`config.mk`:
```
export PLATFORM = sky130hd
export DESIGN_NAME = sms32_19_inv_seq
export DESIGN_NICKNAME = d
export VERILOG_FILES = /design/src/rtl/sms32_19_inv_seq.sv
export SDC_FILE = /design/constraint.sdc
export NUM_CORES = 1
export LEC_CHECK = 0
export ABC_CLOCK_PERIOD_IN_PS = 5450
export BUFFER_PORTS_ARGS = -buffer_cell sky130_fd_sc_hd__buf_2
export CORE_ASPECT_RATIO = 2
export CORE_MARGIN = 3
export CORE_UTILIZATION = 42
export DETAILED_ROUTE_END_ITERATION = 10
export PLACE_DENSITY = 0.65
export REMOVE_ABC_BUFFERS = 1
export SLEW_MARGIN = 0
export SYNTH_ARGS = -nofsm -noshare
export SYNTH_HDL_FRONTEND = slang
export SYNTH_SLANG_ARGS = --single-unit
```
`constraint.sdc`:
```
create_clock -name clk -period 5.45 [get_ports clk]
set_input_delay 0.2725 -clock clk [delete_from_list [all_inputs] [get_ports clk]]
set_output_delay 0.2725 -clock clk [all_outputs]
set_load 0.02 [all_outputs]
```
`src/rtl/sms32_19_inv_seq.sv`:
```
// Sequential inverse of the power-19 S-box over GF(2^6) (x^6+x+1): y = x^10.
// One tower-field GF((2^3)^2) multiplier is shared across a square-and-multiply schedule.
module sms32_19_inv_seq (
    input  logic       clk,
    input  logic       rst_n,
    input  logic       in_valid,
    output logic       in_ready,
    input  logic [5:0] x,
    output logic       out_valid,
    input  logic       out_ready,
    output logic [5:0] y,
    output logic       busy
);

    localparam logic [2:0] IDLE = 3'd0;
    localparam logic [2:0] SQ1  = 3'd1;
    localparam logic [2:0] SQ2  = 3'd2;
    localparam logic [2:0] SQ3  = 3'd3;
    localparam logic [2:0] MUL  = 3'd4;
    localparam logic [2:0] DONE = 3'd5;

    function automatic logic [5:0] std_mul(input logic [5:0] a, input logic [5:0] b);
        logic [5:0] r;
        logic [5:0] s;
        r = '0;
        s = a;
        for (int unsigned i = 0; i < 6; i++) begin
            if (b[i]) r = r ^ s;
            s = {s[4:0], 1'b0} ^ (s[5] ? 6'h03 : 6'h00);
        end
        return r;
    endfunction

    function automatic logic [5:0] lin_map(input logic [35:0] cols, input logic [5:0] v);
        logic [5:0] r;
        r = '0;
        for (int unsigned i = 0; i < 6; i++)
            if (v[i]) r = r ^ cols[6*i +: 6];
        return r;
    endfunction

    // Tower -> standard basis images are found at elaboration: beta is a root of
    // t^3+t^2+1 (normal basis beta, beta^2, beta^4), z a root of z^2+z+1.
    function automatic logic [35:0] inv_iso_cols();
        logic [5:0] b8;
        logic [5:0] zr;
        logic [5:0] v;
        logic [5:0] b2;
        logic [5:0] b4;
        logic       fb;
        logic       fz;
        b8 = '0;
        zr = '0;
        fb = 1'b0;
        fz = 1'b0;
        for (int unsigned t = 1; t < 64; t++) begin
            v = 6'(t);
            if (!fb && (std_mul(std_mul(v, v), v) ^ std_mul(v, v) ^ 6'h01) == 6'h00) begin
                b8 = v;
                fb = 1'b1;
            end
            if (!fz && (std_mul(v, v) ^ v ^ 6'h01) == 6'h00) begin
                zr = v;
                fz = 1'b1;
            end
        end
        b2 = std_mul(b8, b8);
        b4 = std_mul(b2, b2);
        return {std_mul(b4, zr), std_mul(b2, zr), std_mul(b8, zr), b4, b2, b8};
    endfunction

    function automatic logic [35:0] iso_cols(input logic [35:0] inv_cols);
        logic [35:0] c;
        c = '0;
        for (int unsigned j = 0; j < 6; j++)
            for (int unsigned t = 0; t < 64; t++)
                if (lin_map(inv_cols, 6'(t)) == 6'(1 << j)) c[6*j +: 6] = 6'(t);
        return c;
    endfunction

    // GF(2^3) in normal basis {b, b^2, b^4}, bit i = coefficient of b^(2^i)
    function automatic logic [2:0] gf8_mul(input logic [2:0] a, input logic [2:0] b);
        logic p01;
        logic p02;
        logic p12;
        p01 = (a[0] & b[1]) ^ (a[1] & b[0]);
        p02 = (a[0] & b[2]) ^ (a[2] & b[0]);
        p12 = (a[1] & b[2]) ^ (a[2] & b[1]);
        return {(a[1] & b[1]) ^ p01 ^ p02,
                (a[0] & b[0]) ^ p02 ^ p12,
                (a[2] & b[2]) ^ p01 ^ p12};
    endfunction

    function automatic logic [5:0] tower_mul(input logic [5:0] a, input logic [5:0] b);
        logic [2:0] hh;
        logic [2:0] ll;
        logic [2:0] mm;
        hh = gf8_mul(a[5:3], b[5:3]);
        ll = gf8_mul(a[2:0], b[2:0]);
        mm = gf8_mul(a[5:3] ^ a[2:0], b[5:3] ^ b[2:0]);
        return {mm ^ ll, hh ^ ll};
    endfunction

    localparam logic [35:0] INV_ISO_COLS = inv_iso_cols();
    localparam logic [35:0] ISO_COLS     = iso_cols(INV_ISO_COLS);

    logic [2:0] state;
    logic [5:0] acc;
    logic [5:0] sq2;
    logic [5:0] y_q;
    logic [5:0] iso_x;
    logic [5:0] op_b;
    logic [5:0] prod;
    logic [5:0] y_next;

    always_comb begin
        iso_x  = lin_map(ISO_COLS, x);
        op_b   = (state == MUL) ? sq2 : acc;
        prod   = tower_mul(acc, op_b);
        y_next = lin_map(INV_ISO_COLS, prod);
    end

    assign in_ready  = (state == IDLE) | ((state == DONE) & out_ready);
    assign out_valid = (state == DONE);
    assign busy      = (state != IDLE);
    assign y         = y_q;

    always_ff @(posedge clk) begin
        if (!rst_n) begin
            state <= IDLE;
            acc   <= '0;
            sq2   <= '0;
            y_q   <= '0;
        end else begin
            case (state)
                IDLE: if (in_valid) begin
                    acc   <= iso_x;
                    state <= SQ1;
                end
                SQ1: begin
                    acc   <= prod;
                    sq2   <= prod;
                    state <= SQ2;
                end
                SQ2: begin
                    acc   <= prod;
                    state <= SQ3;
                end
                SQ3: begin
                    acc   <= prod;
                    state <= MUL;
                end
                MUL: begin
                    y_q   <= y_next;
                    state <= DONE;
                end
                DONE: if (out_ready) begin
                    if (in_valid) begin
                        acc   <= iso_x;
                        state <= SQ1;
                    end else begin
                        state <= IDLE;
                    end
                end
                default: state <= IDLE;
            endcase
        end
    end

endmodule

```
Yosys cells after proc, flatten, opt, wreduce, memory -nomap -nowiden:

Cells that the tools add are included.

* equality and inequality tests: 7
* muxes and demuxes: 20
* bitwise logic cells: 70
* reductions and logical operators: 6

Operators by type and width (number)
* $mux W6: 8
* $and A1 B1 Y1: 28
* $xor A1 B1 Y1: 27
* $mux W5: 4
* $pmux W3 S6: 1
* $pmux W6 S3: 1
* $not A4 Y4: 3
* $xor A3 B3 Y3: 4
* $not A5 Y5: 2
* $mux W3: 3
* $not A3 Y3: 3
* $mux W4: 2
* $eq A3 B2 Y1 const B: 2
* $eq A3 B3 Y1 const B: 2
* $reduce_bool A3 Y1: 2
* $not A2 Y2: 2
* $reduce_and A2 Y1: 2
* $eq A3 B1 Y1 const B: 1
* $logic_not A3 Y1: 1
* $reduce_or A3 Y1: 1
* $ne A2 B1 Y1 const B: 1
* $ne A2 B2 Y1 const B: 1
* $mux W1: 1
* $or A1 B1 Y1: 1

* bits in registers: 21
* bits of input ports: 10
* logic and storage cells: 107

Depth between registers and ports, before layout:

* word-level depth: 18
* depth in mapped cells: 11
* gate-level depth less buffers: 9

Worst setup path after synthesis:

OpenSTA, ideal clock, no wires.

* path kind: reg2reg
* from: register state[2]
* to: register y_q[3], in the netlist y[3]
* data arrival time: 2.421 ns
* required time: 5.380 ns
* setup slack: 2.959 ns
* stages on the path, launching flop included: 11
* buffers on the path: 1
* cell sequence: dfxtp_1 or3b_1 buf_2 o32a_1 nor2_1 nor3_1 o21ai_4 xor2_4 xor2_2 xor3_1 a21oi_1

* cells in the longest elaborated chain, start to end: 17
* elaborated cells on any way between the ends: 66

Ends and longest elaborated chain
* start: declaration: RTL line 107 `logic [2:0] state;`
* start signal: assignment: RTL line 130 `state <= IDLE;`
* start signal: assignment: RTL line 138 `state <= SQ1;`
* start signal: assignment: RTL line 143 `state <= SQ2;`
* $eq A3 B3 Y1 *: RTL line 118, 135
* $mux W6: RTL line 118 `op_b = (state == MUL) ? sq2 : acc;`
* $and A1 B1 Y1: RTL line 86 `p01 = (a[0] & b[1]) ^ (a[1] & b[0]);`
* $xor A1 B1 Y1: RTL line 86
* $xor A1 B1 Y1 (2 in a row): RTL line 91 `(a[2] & b[2]) ^ p01 ^ p12};`
* $xor A3 B3 Y3: RTL line 101 `return {mm ^ ll, hh ^ ll};`
* $mux W4: RTL line 38 `if (v[i]) r = r ^ cols[6*i +: 6];`
* $mux W5: RTL line 38
* $not A2 Y2 (no source line)
* $mux W5: RTL line 38
* $not A4 Y4 (no source line)
* $mux W6: RTL line 38
* $not A2 Y2 (no source line)
* $mux W6: RTL line 38
* $not A4 Y4 (no source line)
* $mux W6: RTL line 38
* end signal: assignment: RTL line 154 `y_q <= y_next;`
* end: declaration: RTL line 110 `logic [5:0] y_q;`

Mark *: on every way between the ends. The rest lies on a longest branch, timed or not.
A chain may end at the register's enable or synchronous reset.

Worst setup path after layout:

Ends and elaborated chain as after synthesis.

==> summary.md <==
## Critical path
• **Max Fanout on Critical Path** 16
• **Critical Path RT** 5640 ps
• **end of the worst register-to-register path** y[3]
• **arrival time of data at the critical path endpoint** 3800 ps
• **worst path cell trace** nor3b_2, buf_4, a31oi_1, o32ai_1, a22oi_1, xnor2_1, xnor2_2, xor2_2, xor3_1, a21oi_1
• **Startpoint Class** flip-flop
• **Crit Path Category** flip-flop to flip-flop
• **maximum single-stage delay on the critical path** 960 ps
• **worst reg2reg path startpoint** state[2]
• **Worst Reg-to-Reg Cells** 10
• **crit end category** flip-flop
• **slack of the worst reg-to-reg path** 1840 ps
• **CP max-delay cell** nor3b_2

## Synth
• **Post-synth top flop** dfxtp_1
• **share of synthesized cell area in and, or, nand and nor gates** 19.7%
• **fraction of synthesis flops using an asynchronous set or reset pin** 0%
• **count of flip-flops with a built-in enable after synthesis** 0
• **Seq/Total Area, Yosys** 19.4%
• **main combinational cell family by area after synthesis** compound AO/OA/AOI/OAI gates
• **multiplexer share of the synthesized area** 2.83%
• **gate count of the mapped netlist** 277
• **post-synth design cell area** 2160 µm²
• **Compound-Gate Fraction of Synth Area** 26.7%
• **Post-Synthesis Mean Instance Area** 7.81 µm²
• **distinct cell type count after synthesis** 59
• **fraction of synthesized cell area in xor and xnor cells** 24.7%
• **share of synthesized cell area in full adder, half adder and majority cells** 0%
• **number of warnings reported in the yosys synthesis log** 0
• **post-synthesis register bit count** 21

## Drt
• **DR vias** 1944
• **max layer used** met4
• **sum of routed wire length over all layers** 5.13 mm
• **DR DRC count** 0
• **amount of wire on met2 after detailed routing** 2.91 mm
• **first drt pass iteration count** 4
• **met1 wire length** 2.00 mm
• **via-per-instance ratio** 5.87
• **starting DRC count in detailed routing** 51
• **mean routed wirelength per cell** 15.5 µm
• **Routed met3 length** 105 µm
• **residual antenna-violating net count after detailed routing** 0

## Floorplan
• **area of the core** 4910 µm²
• **die outline width** 56.8 µm
• **die outline height** 108 µm
• **die footprint** 6100 µm²
• **Starting Density** 44.1%
• **Std-Cell Rows** 36
• **IO Pins** 19

## Global routing
• **GR Overflow Total** 0
• **global-route wire length before repair** 8.64 mm
• **vias in the first global route** 1841
• **all-layer global routing usage** 17.3%
• **pin count of the biggest net entering global routing** 18
• **antenna violations before repair** 0

## STA
• **worst hold margin** 335 ps
• **final count of pins violating max slew** 0
• **Max Clock Freq** 277 MHz
• **Final Hold Vio Count** 0
• **total setup violations reported at the end of the flow** 0
• **remaining max-slew budget at the tightest pin** 25.9%
• **Setup TNS Final** 0 ps
• **Final min period** 3610 ps
• **RSZ-0062 raised after global routing** no
• **transition time at the pin with the least slew margin** 1110 ps
• **final worst-path cycle share** 66.2%
• **Worst Skew** 4.01 ps

## Min path
• **Hold Crit Depth** 2
• **worst min-delay path startpoint** in_valid
• **hold endpoint** state[0]
• **path category of the worst min-delay check** input port to flip-flop

## Layout
• **Synth-to-Final Area Change** 4.51%
• **final-stage net count** 285
• **number of fill cells** 512
• **count of inserted antenna diode cells** 0
• **ratio of cells with drive above 1 in the final layout** 16.4%
• **area taken by multi-input logic gates** 1600 µm²
• **area of all sequential standard cells** 420 µm²

## Run
• **Max-cap violations** 0

## Clocking
• **number of buffers added to fix hold violations after cts** 0
• **CTS tree** built
• **Root Buffer** clkbuf_8
• **number of buffers inserted by post-CTS setup repair** 0
• **count of H-tree levels built during CTS** 1
• **sink count of the clock tree** 21
• **CTS clk-pin slew, worst paths** 80 ps
• **number of clock buffers inserted by TritonCTS** 3
• **Clock Tree Buf Depth** 2
• **clock network latency to the later pin of the worst-skew pair** 260 ps
• **post_cts resized** 0

## Placement
• **Post-DP HPWL** 3.83 mm
• **number of port buffers** 18
• **global placer's final weighted congestion** 0.872

## Status
• **run status** complete, no violations

## Pwr
• **highest ir drop seen on vdd** 386 µV
• **PD cells** 491 nW/µm²
• **leakage power** 0.000806 µW

-- layer usage --
layer	vias to the layer above	global-route usage [%]
met3	10	0.720
met2	34	34.2
met5	-	0
met4	0	6.30
li1	982	-
met1	918	18.8
-- synthesized netlist by cell type, types with 2 or more instances --
| master | number | area [µm²] |
|---|---|---|
| nor3_1 | 10 | 50.1 |
| o21ai_0 | 13 | 65.1 |
| nor2b_1 | 5 | 31.3 |
| a211oi_2 | 2 | 25.0 |
| nand3b_1 | 2 | 15.0 |
| nand2b_1 | 3 | 18.8 |
| mux2i_1 | 5 | 50.1 |
| a211oi_1 | 12 | 90.1 |
| nand4_1 | 2 | 12.5 |
| nand2_1 | 20 | 75.1 |
| a221oi_1 | 2 | 17.5 |
| nor2_1 | 28 | 105 |
| nand3_1 | 2 | 10.0 |
| o21ai_1 | 4 | 20.0 |
| a31oi_1 | 2 | 12.5 |
| xor2_1 | 22 | 193 |
| o221ai_1 | 2 | 17.5 |
| nor3b_1 | 3 | 22.5 |
| inv_1 | 4 | 15.0 |
| clkbuf_1 | 8 | 30.0 |
| and3b_1 | 2 | 17.5 |
| o22ai_1 | 3 | 18.8 |
| o21ai_2 | 2 | 17.5 |
| xnor2_1 | 22 | 193 |
| xnor2_2 | 5 | 81.3 |
| o221a_2 | 3 | 33.8 |
| buf_2 | 17 | 85.1 |
| a21oi_1 | 21 | 105 |
| dfxtp_1 | 21 | 420 |
-- worst max path at each step --
stage | start | end | cells after the start
CTS | state[2] | y[3] | 10
global route | state[2] | y[3] | 10
detailed placement | state[2] | y[3] | 10
floorplan | state[2] | y[3] | 7
finish | state[2] | y[3] | 10
global placement | state[2] | y[3] | 10
-- registers in the layout, summed over array words and instances, names as in the netlist --
signal  cells
acc         6
sq2         6
state       3
y           6
-- per-stage QoR --
stage,cell area [µm²],std cells,utilization [%],setup slack (ps),power [µW]
floorplan,2030,250,-,1300,858
global placement,2220,327,45.1,2000,1000
detailed placement,2220,327,45.1,1890,1010
CTS,2260,331,46.1,1860,1120
global route,2260,331,46.1,1510,1190
finish,2260,331,46.1,1840,1110
-- power breakdown --
group          total (µW)  switching [µW]  internal (µW)
logic                 730             390            340
registers             278            99.4            179
clock network         103            52.2           50.9
-- worst max-delay path, delay by kind of cell (launching register included) --
family          cells  cell delay (ps)
buf+inv             1              350
flops               1              550
xor+xnor            4             1110
compound gates      4              570
simple gates        1              960
-- cell usage in the layout (no fill, tap or decap), drive strengths merged, types with 3 or more instances in the layout --
cell | netlist | layout
a211oi | 14 | 14
a21oi | 21 | 21
a221oi | 3 | 3
buf | 19 | 20
clkbuf | 8 | 3
dfxtp | 21 | 21
inv | 4 | 4
mux2i | 5 | 5
nand2 | 20 | 20
nand2b | 3 | 3
nor2 | 28 | 28
nor2b | 5 | 5
nor3 | 11 | 11
nor3b | 3 | 3
o21ai | 20 | 20
o221a | 3 | 3
o22ai | 3 | 3
xnor2 | 27 | 27
xor2 | 24 | 24
-- cell type report --
class / instances / share of cell area, %
Clock buffer: 3 / 1.83
Clock inverter: 1 / 0.221
Inverter: 4 / 0.664
Multi-Input combinational cell: 225 / 70.9
Sequential cell: 21 / 18.6
Tap cell: 57 / 3.15
Timing Repair Buffer: 20 / 4.65
-- kinds of logic (layout without fill, tap and decap cells) --
family,count (synthesis),after routing
and+or+nand+nor,86,86
AOI/OAI and AO/OA,81,81
muxes,6,6
DFF,21,21
xor gates and xnor gates,52,52
buffers and inverters,31,28
Power figures use the tool's default switching activity.
